$ cat config.mk
export PLATFORM = sky130hd
export DESIGN_NAME = round_controller
export DESIGN_NICKNAME = d
export VERILOG_FILES = /design/src/rtl/fighter_pkg.sv /design/src/rtl/sec_tick_gen.sv /design/src/rtl/round_controller.sv
export SDC_FILE = /design/constraint.sdc
export NUM_CORES = 1
export LEC_CHECK = 0
export CORE_UTILIZATION = 46
export DETAILED_ROUTE_END_ITERATION = 12
export PLACE_DENSITY_LB_ADDON = 0.1
export SETUP_SLACK_MARGIN = 0.1
export SYNTH_ARGS = -nofsm -noshare
export SYNTH_HDL_FRONTEND = slang
export SYNTH_SLANG_ARGS = --single-unit
export TNS_END_PERCENT = 1
$ cat constraint.sdc
create_clock -name clk -period 2.3 [get_ports clk]
set_clock_uncertainty 0.05 [all_clocks]
set_input_delay 0.575 -clock clk [delete_from_list [all_inputs] [get_ports clk]]
set_output_delay 0.575 -clock clk [all_outputs]
set_load 0.1 [all_outputs]
$ cat src/rtl/fighter_pkg.sv
// fighter_pkg
// Shared definitions for the fighting-game match logic.
//   phase_t   : match sequencer phase codes (IDLE=0 .. MATCH_OVER=4)
//   winner_t  : round/match result codes; P1/P2 line up with the health
//               datapath's 01/10 player codes, 11 means draw
//   HEALTH_MAX: value the health datapath reloads on a health_reset pulse
package fighter_pkg;

    typedef enum logic [2:0] {
        PH_IDLE       = 3'd0,
        PH_READY      = 3'd1,
        PH_FIGHT      = 3'd2,
        PH_KO         = 3'd3,
        PH_MATCH_OVER = 3'd4
    } phase_t;

    typedef enum logic [1:0] {
        WIN_NONE = 2'b00,
        WIN_P1   = 2'b01,
        WIN_P2   = 2'b10,
        WIN_DRAW = 2'b11
    } winner_t;

    localparam logic [8:0] HEALTH_MAX = 9'd200;

endpackage

$ cat src/rtl/sec_tick_gen.sv
// sec_tick_gen
// Divides clk down to one-cycle "game second" ticks.
//   clk   : system clock
//   reset : synchronous active-high reset, clears the divider
//   clear : synchronous restart of the divider (used on phase changes)
//   tick  : high for one cycle once every TICKS_PER_SEC cycles; the first
//           tick after a clear/reset lands TICKS_PER_SEC cycles later
module sec_tick_gen #(
    parameter int TICKS_PER_SEC = 100_000_000
) (
    input  logic clk,
    input  logic reset,
    input  logic clear,
    output logic tick
);

    localparam int CW = (TICKS_PER_SEC > 1) ? $clog2(TICKS_PER_SEC) : 1;
    localparam logic [CW-1:0] LAST = CW'(TICKS_PER_SEC - 1);

    logic [CW-1:0] count;

    // Free-running modulo counter; a clear restarts the second so every
    // phase gets whole seconds measured from its own entry edge.
    always_ff @(posedge clk) begin
        if (reset || clear) begin
            count <= '0;
        end else if (count == LAST) begin
            count <= '0;
        end else begin
            count <= count + CW'(1);
        end
    end

    assign tick = (count == LAST);

endmodule

$ cat src/rtl/round_controller.sv
// round_controller
// Match-level sequencer: READY countdown -> FIGHT -> KO per round, tallies
// round wins and declares a match winner.
//   clk, reset     : system clock, synchronous active-high reset
//   start          : start button, rising edge starts a match from IDLE/MATCH_OVER
//   health_1/2     : player health from the health datapath
//   health_reset   : one-cycle pulse on the first READY cycle of each round
//   fight_en       : high only while in FIGHT
//   phase          : phase_t code
//   timer_secs     : displayed countdown
//   round_num      : current round (1-based, 0 in IDLE)
//   wins_1/2       : round wins per player, saturating at 3
//   round_winner   : last round result (winner_t)
//   match_winner   : match result (winner_t), valid in MATCH_OVER
// Build option: define ROUND_TIMER_EN to make the FIGHT timer count down and
// end the round on expiry; otherwise only a KO ends a round.
module round_controller
    import fighter_pkg::*;
#(
    parameter int TICKS_PER_SEC = 100_000_000,
    parameter int READY_SECS    = 3,
    parameter int ROUND_SECS    = 99,
    parameter int KO_SECS       = 2,
    parameter int WINS_TO_MATCH = 2,
    parameter int MAX_ROUNDS    = 5
) (
    input  logic       clk,
    input  logic       reset,
    input  logic       start,
    input  logic [8:0] health_1,
    input  logic [8:0] health_2,
    output logic       health_reset,
    output logic       fight_en,
    output logic [2:0] phase,
    output logic [6:0] timer_secs,
    output logic [2:0] round_num,
    output logic [1:0] wins_1,
    output logic [1:0] wins_2,
    output logic [1:0] round_winner,
    output logic [1:0] match_winner
);

    phase_t     phase_q, phase_d;
    winner_t    rw_q, rw_d, mw_q, mw_d;
    logic [6:0] timer_q, timer_d;
    logic [2:0] round_q, round_d;
    logic [1:0] wins_1_q, wins_1_d, wins_2_q, wins_2_d;
    logic       hreset_q, hreset_d;
    logic       fight_en_q, fight_en_d;
    logic       start_q;
    logic       start_rise;
    logic       tick;
    logic       tick_clear;
    winner_t    result;

    assign start_rise = start & ~start_q;
    assign tick_clear = (phase_d != phase_q);

    sec_tick_gen #(
        .TICKS_PER_SEC(TICKS_PER_SEC)
    ) u_tick (
        .clk  (clk),
        .reset(reset),
        .clear(tick_clear),
        .tick (tick)
    );

    // State and every output live in this one register bank so all outputs
    // are registered; reset wins over any pending start edge.
    always_ff @(posedge clk) begin
        if (reset) begin
            phase_q    <= PH_IDLE;
            rw_q       <= WIN_NONE;
            mw_q       <= WIN_NONE;
            timer_q    <= '0;
            round_q    <= '0;
            wins_1_q   <= '0;
            wins_2_q   <= '0;
            hreset_q   <= 1'b0;
            fight_en_q <= 1'b0;
            start_q    <= 1'b0;
        end else begin
            phase_q    <= phase_d;
            rw_q       <= rw_d;
            mw_q       <= mw_d;
            timer_q    <= timer_d;
            round_q    <= round_d;
            wins_1_q   <= wins_1_d;
            wins_2_q   <= wins_2_d;
            hreset_q   <= hreset_d;
            fight_en_q <= fight_en_d;
            start_q    <= start;
        end
    end

    // Next-state and next-output logic. Everything holds unless a phase
    // rule changes it; health_reset is only raised on edges that enter READY.
    always_comb begin
        phase_d  = phase_q;
        rw_d     = rw_q;
        mw_d     = mw_q;
        timer_d  = timer_q;
        round_d  = round_q;
        wins_1_d = wins_1_q;
        wins_2_d = wins_2_q;
        hreset_d = 1'b0;
        result   = WIN_NONE;

        case (phase_q)
            PH_IDLE, PH_MATCH_OVER: begin
                if (start_rise) begin
                    wins_1_d = '0;
                    wins_2_d = '0;
                    rw_d     = WIN_NONE;
                    mw_d     = WIN_NONE;
                    round_d  = 3'd1;
                    timer_d  = 7'(READY_SECS);
                    hreset_d = 1'b1;
                    phase_d  = PH_READY;
                end
            end

            PH_READY: begin
                if (tick) begin
                    if (timer_q <= 7'd1) begin
                        timer_d = 7'(ROUND_SECS);
                        phase_d = PH_FIGHT;
                    end else begin
                        timer_d = timer_q - 7'd1;
                    end
                end
            end

            PH_FIGHT: begin
                // A zero health always outranks the timer in the same cycle.
                if (health_1 == 9'd0 && health_2 == 9'd0) begin
                    result = WIN_DRAW;
                end else if (health_2 == 9'd0) begin
                    result = WIN_P1;
                end else if (health_1 == 9'd0) begin
                    result = WIN_P2;
`ifdef ROUND_TIMER_EN
                end else if (tick) begin
                    if (timer_q <= 7'd1) begin
                        if (health_1 > health_2) begin
                            result = WIN_P1;
                        end else if (health_2 > health_1) begin
                            result = WIN_P2;
                        end else begin
                            result = WIN_DRAW;
                        end
                    end else begin
                        timer_d = timer_q - 7'd1;
                    end
`endif
                end

                if (result != WIN_NONE) begin
                    rw_d    = result;
                    timer_d = 7'(KO_SECS);
                    phase_d = PH_KO;
                    if (result == WIN_P1 && wins_1_q != 2'd3) begin
                        wins_1_d = wins_1_q + 2'd1;
                    end
                    if (result == WIN_P2 && wins_2_q != 2'd3) begin
                        wins_2_d = wins_2_q + 2'd1;
                    end
                end
            end

            PH_KO: begin
                if (tick) begin
                    if (timer_q <= 7'd1) begin
                        if (wins_1_q == 2'(WINS_TO_MATCH)) begin
                            mw_d    = WIN_P1;
                            phase_d = PH_MATCH_OVER;
                        end else if (wins_2_q == 2'(WINS_TO_MATCH)) begin
                            mw_d    = WIN_P2;
                            phase_d = PH_MATCH_OVER;
                        end else if (round_q == 3'(MAX_ROUNDS)) begin
                            if (wins_1_q > wins_2_q) begin
                                mw_d = WIN_P1;
                            end else if (wins_2_q > wins_1_q) begin
                                mw_d = WIN_P2;
                            end else begin
                                mw_d = WIN_DRAW;
                            end
                            phase_d = PH_MATCH_OVER;
                        end else begin
                            round_d  = round_q + 3'd1;
                            timer_d  = 7'(READY_SECS);
                            hreset_d = 1'b1;
                            phase_d  = PH_READY;
                        end
                    end else begin
                        timer_d = timer_q - 7'd1;
                    end
                end
            end

            default: begin
                phase_d = PH_IDLE;
            end
        endcase

        fight_en_d = (phase_d == PH_FIGHT);
    end

    assign phase        = phase_q;
    assign round_winner = rw_q;
    assign match_winner = mw_q;
    assign timer_secs   = timer_q;
    assign round_num    = round_q;
    assign wins_1       = wins_1_q;
    assign wins_2       = wins_2_q;
    assign health_reset = hreset_q;
    assign fight_en     = fight_en_q;

endmodule

==> impl_results.md, run 1 <==
- Status: finished, final reports clean
- Final setup violating endpoints: 0
- CP max-delay cell: clkdlybuf4s50_1
- Worst r2r path cells: 8
- Post-synthesis register bit count: 51
- Worst slew pin tran: about 0.50 ns
- CP Launch Type: primary input
- Post-synth top flop: dfxtp_1
- Comb power frac: roughly a fifth
- Clock transition at path regs: approximately 0.10 ns
- Die area: between 6000 and 7000 um2
- Antenna violations before repair: 0
- H-tree Lvls: 2
- Avg Cell Area, Syn: around 8.8 um2
- DR WL/cell: 15.4 um
- Non-filler cells, final: about 460
- Reg power frac: a little under half
- Setup repair after global routing missed its margin: yes
- Cell Area, Synth: 2920 um2
- CP cell instances: clkdlybuf4s50_1 -> nor4_1 -> and3_1 -> o21ai_1 -> a21oi_2 -> buf_12 -> nor3_1
- CP arrival: around 2.3 ns
- Net Sw Power: between 0.6 and 0.7 mW
- Worst min-delay path category: flop to flop
- Tot GR Track Use: around a quarter
- Drt drc: 0
- Gr ovfl total: 0
- Clock Power Share: about a third
- First-pass GRT wire length: between 10000 and 15000 um
- Vias in the first global route: 2520
- Drt first-iter violations: between 150 and 200
- Ys async rst share: 0%
- Peak VDD IR: 337 uV
- Synth warn: 0
- Worst path required time: ~2.5 ns
- N_diodes: 0
- Final wirelength: 7110 um
- Max frequency: 474 MHz
- Fillers: ~570
- Clock Sinks: just over 50
- Number of top-level pins: 44
- CTS Hold Buffers Added: 0
- EDFF count, synth: 0
- FF-to-FF Start: timer_secs[1]$_SDFFE_PP0P_
- Rel. slew slack: between 60% and 70%
- Clock root cell: clkbuf_8
- Initial core utilization: 48.4%
- Synth-to-layout area growth: 23.8%
- Post-CTS Setup Bufs: 0
- Max clock buf depth: 2
- Layout cells sized above 1: 20.5%
- Min-delay src: u_tick.count[0]$_SDFF_PP0_
- Standby leakage power: ~1.3 nW
- Worst-Skew Late Latency: 0.31 ns
- Final GP Congestion: 0.815
- Nets: 417
- Die W: 81.6 um
- MaxCap Viol Count: 0
- Dpl cells: around 450
- Slowest stage delay, CP: 0.39 ns
- Syn Inst Count: 333
- Largest net degree at the start of global routing: 28
- Switch share: between 30 and 40%
- Crit-path max FO: 27
- Die Y: roughly 82 um
- Sequential fraction of the synthesis area: 35.0%
- Hold Path Depth: 1
- DRT antenna net count: 0
- Synthesized net count: about 370
- Internal power: roughly 1.4 mW
- Worst hold slack: between 0.4 and 0.5 ns
- Worst reg2reg path endpoint: phase[1]$_SDFF_PP0_
- CP Capture Type: flop
- R2r setup slk: ~0.24 ns
- Detailed Place HPWL: 5260 um
- PortBufs: 43
- PostCTS Resize Cnt: 0
- CTS tree: yes
- CTS buffer count: 5
- Final hold violation count: 0
- Post-synth cell types: 64
- Hold endpoint: u_tick.count[0]$_SDFF_PP0_
- Fin crit share: just over 90%
- Critical path class: primary input to flop
- Num rows: 28
- Detailed-router iteration count before antenna repair: 4
- Vias per cell: approximately 5.8
- Via Count: approximately 2700
- Core Area: between 6000 and 7000 um2
- Slew Limit Fails: 0
- Crit path time final: about 2.1 ns
- PD cells: between 500 and 600 nW/um2
==> through the flow <==
stage               utilization (%)  TNS, ns  instance area [um2]  power (mW)  setup slack [ns]
floorplan                         -    -1.76                 2920        1.23            -0.206
global placement               58.0    -3.11                 3490        1.36            -0.101
detailed placement             58.0    -4.08                 3490        1.36            -0.153
CTS                            59.9        0                 3610        2.02             0.181
global route                   60.0        0                 3610        2.10            0.0164
finish                         60.0        0                 3610        2.00             0.190
==> layout by cell type, fill, tap and decap left out, drive strengths merged, types with 6 or more instances in the layout <==
master	synthesis	final
ha	11	11
a211oi	10	10
xor2	18	18
o21ai	10	10
inv	12	13
nand4	17	17
and3	12	12
clkdlybuf4s50	0	20
a31oi	8	8
nor3	35	35
dfxtp	51	51
nand3	16	16
nor2	17	17
and4	7	7
nand2	20	20
xnor2	6	6
buf	13	43
==> cells in the mapped netlist (all sizes together) (3+ instances only) <==
| cell type | number | share of area, % |
|---|---|---|
| nand2b | 3 | 0.64 |
| or3 | 5 | 1.1 |
| and4 | 7 | 2.1 |
| xnor2 | 6 | 1.8 |
| xor2 | 18 | 5.4 |
| nor3 | 35 | 6.2 |
| a311oi | 3 | 1.3 |
| a31o | 3 | 0.90 |
| nand4 | 17 | 3.6 |
| nand2 | 20 | 2.6 |
| and3 | 12 | 2.6 |
| dfxtp | 51 | 35 |
| nor4b | 4 | 2.1 |
| a31oi | 8 | 1.7 |
| nand3 | 16 | 2.9 |
| ha | 11 | 4.7 |
| buf | 13 | 2.7 |
| nor2 | 17 | 2.2 |
| clkbuf | 5 | 0.64 |
| inv | 12 | 1.5 |
| o31ai | 3 | 0.77 |
| nor3b | 4 | 1.2 |
| o21ai | 10 | 2.1 |
| and2 | 3 | 0.64 |
| a21oi | 4 | 0.81 |
| a211oi | 10 | 2.9 |
==> kinds of logic after synthesis <==
kind of cell / synth area share, %
compound gates: 17.0
xor+xnor: 7.20
fa+ha+maj: 4.72
buf+inv: 5.06
flops: 35.0
mux: 1.07
simple gates: 30.0
==> layout make-up <==
cell class	count	area [um2]	area share [%]
multi-input cells	251	1750	48.5
flip-flops and latches	51	1030	28.4
repair buffers	63	573	15.9
well taps	75	93.8	2.60
clock buffers	5	68.8	1.90
inverters	13	48.8	1.35
clock inverters	3	47.5	1.32
==> worst max-delay path by stage <==
stage,cells after the start,end,start,slack (ns)
2_1_floorplan,6,timer_secs[1]$_SDFFE_PP0P_,phase[1]$_SDFF_PP0_,-0.21
4_1_cts,6,wins_2[0]$_SDFFE_PP0P_,health_1[4],0.18
3_3_place_gp,7,u_tick.count[21]$_SDFF_PP0_,health_1[4],-0.10
3_5_place_dp,6,wins_2[0]$_SDFFE_PP0P_,health_1[4],-0.15
6_report,7,u_tick.count[23]$_SDFF_PP0_,health_1[4],0.19
5_1_grt,7,u_tick.count[23]$_SDFF_PP0_,health_1[4],0.02
==> flip-flops by register name, summed over array words and instances (netlist names) <==
signal and flops:
fight_en 1, health_reset 1, match_winner 2, phase 3
round_num 3, round_winner 2, start_q 1, timer_secs 7
u_tick.count 27, wins_1 2, wins_2 2
==> critical path: cells and delay by family <==
kind / cells / cell delay (ns)
AO/OA/AOI/OAI: 2 / 0.37
AND/OR/NAND/NOR: 3 / 0.72
buffers and inverters: 2 / 0.58
==> per-layer routing <==
| layer | part of all wire [%] | track usage [%] |
|---|---|---|
| met1 | 47 | 30.4 |
| met2 | 47 | 39.3 |
| met3 | 4.7 | 4.00 |
| met4 | 1.4 | 7.02 |
| met5 | 0 | 0 |
==> power by group through the flow <==
stage          clock network, mW  logic [mW]  registers, mW
3_5_place_dp                   0       0.414          0.949
5_1_grt                    0.715       0.451          0.933
6_report                   0.659       0.416          0.929
3_3_place_gp                   0       0.413          0.949
2_1_floorplan                  0       0.184           1.05
4_1_cts                    0.675       0.416          0.929
Note: power is estimated with default switching activity, not from simulation.
==> run 2, diff against run 1 <==
CORE_ASPECT_RATIO = 1.2   (was default)
GPL_TIMING_DRIVEN = 0   (was default)
==> impl_results.md, run 2 (synthesized netlist as in run 1, its figures left out) <==
- Largest Register: u_tick.count
- DRT antenna net count: 0
- Finished Cell Area: between 3000 and 4000 um2
- Vias per cell: 5.87
- Critical path buffers and inverters: 1
- Worst-Skew Late Latency: approximately 0.3 ns
- CTS tree: yes
- Worst slew pin tran: just under 1 ns
- PD cells: around 530 nW/um2
- Crit-path max FO: 8
- Core Area: between 6000 and 7000 um2
- Fin crit share: ~95%
- Hold Path Depth: 2
- Max clock buf depth: 2
- Commonest non-fill, non-tap cell in the layout: dfxtp_1
- Switch share: between 30% and 40%
- Non-filler cells, final: roughly 470
- Num rows: 31
- Clock Sinks: 51
- Clock transition at path regs: around 0.09 ns
- Final GP Congestion: about 0.84
- Nets: roughly 420
- CTS Hold Buffers Added: 0
- Delay-heaviest family, CP: buffers and inverters
- Final wirelength: around 7400 um
- Crit path time final: approximately 2.2 ns
- Critical path class: flop to output pin
- Pre-CTS setup slack: -0.588 ns
- Drt drc: 0
- CP arrival: about 1.6 ns
- Net Sw Power: between 0.5 and 0.6 mW
- Via Count: 2740
- CP Launch Type: flop
- Detailed-router iteration count before antenna repair: 4
- Setup repair after global routing missed its margin: yes
- Vias in the first global route: 2397
- PortBufs: 42
- DR WL/cell: between 15 and 20 um
- Final setup violating endpoints: 0
- Max frequency: approximately 460 MHz
- Final setup margin: ~0.11 ns
- Gr ovfl total: 0
- Max reg flops: 27
- Final hold violation count: 0
- H-tree Lvls: 2
- Clock root cell: clkbuf_8
- Commonest non-fill, non-tap cells in the layout: dfxtp_1 (46), nor3_1 (34), nand2_1 (20), clkdlybuf4s50_1 (19), xor2_1 (18)
- Number of top-level pins: 44
- Synth-to-layout area growth: 24.0%
- Peak VDD IR: 241 uV
- Worst path required time: around 1.7 ns
- Detailed Place HPWL: 5450 um
- Initial core utilization: 47.9%
- Status: finished, final reports clean
- Dpl cells: about 460
- Tot GR Track Use: between 20 and 25%
- Worst min-delay path category: flop to flop
- Internal power: 1.31 mW
- CP Capture Type: output pin
- Rel. slew slack: 35.4%
- Antenna violations before repair: 0
- CTS buffer count: 5
- N_diodes: 0
- Die W: roughly 75 um
- Comb power frac: a little over a fifth
- Clock Power Share: 30.0%
- Final Core Density: 59.4%
- Slew Limit Fails: 0
- Die area: between 6000 and 7000 um2
- First-pass GRT wire length: 11700 um
- Placed inst area: 3450 um2
- Standby leakage power: 1.33 nW
- CP cell instances: clkdlybuf4s15_1
- Die Y: approximately 90 um
- Layout cells sized above 1: between 10% and 20%
- Worst r2r path cells: 7
- Critical Path Stages: 1
- CP max-delay cell: clkdlybuf4s15_1
- MaxCap Viol Count: 0
- Drt first-iter violations: ~150
- Largest net degree at the start of global routing: 15
- Slowest stage delay, CP: between 0.8 and 0.9 ns
- Reg power frac: approximately half
run 2: cell types whose count changed in the layout (fill, tap and decap cells not counted), sizes merged:
cell and change:
buf -28, dlygate4sd2 +14, clkbuf +9, clkdlybuf4s15 +8, bufinv -1, clkdlybuf4s50 -1
clkinv -1, inv -1
run 2: what timing repair did:
action / 4_1_cts / 5_1_grt
pin swaps: 1 / 1
buffers inserted: 0 / 2
setup endpoints to repair: 53 / 38
gates resized for setup: 45 / 7
run 2: power groups by stage:
stage          sequential, mW  combinational, mW  clock [mW]
2_1_floorplan            1.05              0.184           0
3_3_place_gp            0.946              0.401           0
3_5_place_dp            0.947              0.403           0
4_1_cts                 0.926              0.404       0.582
5_1_grt                 0.930              0.443       0.626
6_report                0.926              0.412       0.575
run 2: worst paths after layout:
| kind | start | to | slack [ns] |
|---|---|---|---|
| max | timer_secs[0]$_SDFFE_PP0P_ | timer_secs[0] | 0.11 |
| min | match_winner[0]$_SDFFE_PP0P_ | match_winner[0]$_SDFFE_PP0P_ | 0.43 |
| max reg2reg | wins_1[0]$_SDFFE_PP0P_ | timer_secs[0]$_SDFFE_PP0P_ | 0.17 |
| min reg2reg | match_winner[0]$_SDFFE_PP0P_ | match_winner[0]$_SDFFE_PP0P_ | 0.43 |
run 2: cell type report:
cell class,count,area (um2)
well taps,82,103
flip-flops and latches,51,1030
plain buffers,18,106
repair buffers,44,418
fillers,587,2470
multi-input cells,251,1810
clock buffers,8,100
inverters,13,48.8
run 2: per-layer routing:
layer	track usage, %	share of wire [%]	routed length, um	up-vias
met5	0	0	0	-
met2	40.3	52	3790	53
met4	5.49	1.0	76	0
li1	-	-	-	1355
met1	28.7	44	3270	1324
met3	3.27	3.0	219	8
run 2: metrics by stage:
stage	TNS [ns]	hold slack (ns)	total power [mW]
after floorplan	-1.76	0.396	1.23
after global placement	-15.43	0.425	1.35
after detailed placement	-16.07	0.421	1.35
after CTS	0	0.432	1.91
after global routing	0	0.467	2.00
final	0	0.428	1.91
==> run 3, diff against run 2 <==
CTS_BUF_LIST = sky130_fd_sc_hd__clkbuf_4   (was default)
==> impl_results.md, run 3 (synthesized netlist as in run 1, its figures left out) <==
- Commonest non-fill, non-tap cells in the layout: dfxtp_1 (46), nor3_1 (34), nand2_1 (20), clkdlybuf4s50_1 (19), xor2_1 (18)
- Worst reg2reg path endpoint: timer_secs[0]$_SDFFE_PP0P_
- Hold endpoint: match_winner[0]$_SDFFE_PP0P_
- Final GP Congestion: 0.836
- Min-delay src: match_winner[0]$_SDFFE_PP0P_
- Die area: around 6700 um2
- Initial core utilization: about 48%
- Die W: 74.7 um
- Drt drc: 0
- Max clock buf depth: 2
- Largest net degree at the start of global routing: 15
- Core Area: 6090 um2
- Setup TNS: 0 ns
- Nets: 414
- Clock Sinks: between 50 and 60
- DR WL/cell: between 15 and 20 um
- CP max-delay cell: clkdlybuf4s50_1
- Slew Limit Fails: 0
- CP Launch Type: primary input
- Vias per cell: between 5 and 6
- DRT antenna net count: 0
- Worst path required time: roughly 2.5 ns
- Antenna violations before repair: 0
- MaxCap Viol Count: 0
- Worst slew pin tran: ~0.7 ns
- Post-CTS Setup Bufs: 0
- CTS tree: yes
- Via Count: 2743
- Non-filler cells, final: between 400 and 500
- Setup repair after global routing missed its margin: yes
- Synth-to-layout area growth: 21.0%
- Overall Power: 1.74 mW
- Dpl cells: about 460
- Fin crit share: between 90 and 100%
- Crit path time final: 2.17 ns
- Layout cells sized above 1: between 10% and 20%
- Detailed-router iteration count before antenna repair: 4
- Rel. slew slack: 52.7%
- PD cells: between 400 and 500 nW/um2
- CP Capture Type: flop
- Max reg flops: 27
- H-tree Lvls: 2
- R2r setup slk: approximately 0.14 ns
- Crit-path max FO: 10
- Critical path buffers and inverters: 2
- Tot GR Track Use: between 20 and 25%
- Gr ovfl total: 0
- Clock root cell: clkbuf_4
- Standby leakage power: roughly 1.2 nW
- N_diodes: 0
- Worst-Skew Late Latency: roughly 0.36 ns
- Max frequency: 460 MHz
- Final wirelength: ~7400 um
- Commonest non-fill, non-tap cell in the layout: dfxtp_1
- Die Y: 89.2 um
- Detailed Place HPWL: between 5000 and 6000 um
- CTS buffer count: 5
- Status: finished, final reports clean
- Worst min-delay path category: flop to flop
- PortBufs: 42
- Peak VDD IR: about 280 uV
- CP cell instances: clkdlybuf4s50_1 -> nor4_2 -> and3_2 -> o21ai_2 -> a21oi_4 -> buf_4 -> nor3_1
- CP arrival: between 2 and 2.5 ns
- Vias in the first global route: 2430
- Delay-heaviest family, CP: simple AND/OR/NAND/NOR gates
- Final setup margin: around 0.13 ns
- FF-to-FF Start: wins_1[0]$_SDFFE_PP0P_
- Pre-CTS setup slack: -0.588 ns
- Drt first-iter violations: ~160
- Final hold violation count: 0
- Num rows: 31
- Final setup violating endpoints: 0
- Worst r2r path cells: 7
- Slowest stage delay, CP: slightly above 0.4 ns
- Hold Path Depth: 2
- Number of top-level pins: 44
- Final Core Density: about 58%
- Largest Register: u_tick.count
- Critical path class: primary input to flop
- Clock transition at path regs: about 0.14 ns
- First-pass GRT wire length: about 12000 um
- CTS Hold Buffers Added: 0
run 3: cell count changes in the layout (fill, tap and decap cells not counted), sizes merged:
cell           before  now
clkbuf             14   17
buf                15   13
dlygate4sd2        14    0
clkdlybuf4s15       8   17
clkinv              1    3
run 3: worst min-delay path, stage by stage (launching register included):
cell and delay, ns:
dfxtp_1 0.33, nand2_1 0.07, o31ai_1 0.06
run 3: where the power goes:
| group | internal [mW] | switching [mW] | total [mW] |
|---|---|---|---|
| clock network | 0.126 | 0.281 | 0.407 |
| registers | 0.904 | 0.0229 | 0.927 |
| logic | 0.131 | 0.273 | 0.403 |
| total | 1.16 | 0.576 | 1.74 |
run 3: how the worst max path moves through the flow:
stage | end | startpoint | cells after the start | slack (ns)
floorplan | timer_secs[1]$_SDFFE_PP0P_ | phase[1]$_SDFF_PP0_ | 6 | -0.21
global placement | u_tick.count[20]$_SDFF_PP0_ | health_1[4] | 7 | -0.58
detailed placement | u_tick.count[19]$_SDFF_PP0_ | health_1[4] | 7 | -0.59
CTS | phase[2] | phase[2]$_SDFF_PP0_ | 1 | -0.15
global route | u_tick.count[12]$_SDFF_PP0_ | health_1[4] | 7 | 0.02
finish | u_tick.count[17]$_SDFF_PP0_ | health_1[4] | 7 | 0.13
run 3: cell type report:
| type | count | area [um2] |
|---|---|---|
| repair buffers | 42 | 412 |
| flip-flops and latches | 51 | 1030 |
| clock buffers | 6 | 45.0 |
| fillers | 598 | 2560 |
| clock inverters | 2 | 7.51 |
| well taps | 82 | 103 |
| plain buffers | 18 | 98.8 |
| multi-input cells | 251 | 1790 |
| inverters | 13 | 48.8 |
run 3: routing by layer:
metal,global-route usage [%],wire (um),vias to the layer above
li1,-,-,1347
met4,7.03,99,0
met5,0,0,-
met3,3.72,227,8
met2,39.7,3790,52
met1,28.8,3240,1336
run 3: repair_timing:
item | CTS | global route
endpoints found under the setup margin | 50 | 32
endpoints found under the hold margin | 0 | 0
gates resized for setup | 67 | 11
pin swaps | 1 | 0
run 3: stage by stage:
step	area, um2	hold WS [ns]
global placement	3450	0.425
finish	3530	0.438
global route	3530	0.476
detailed placement	3450	0.421
floorplan	2920	0.396
CTS	3540	0.441
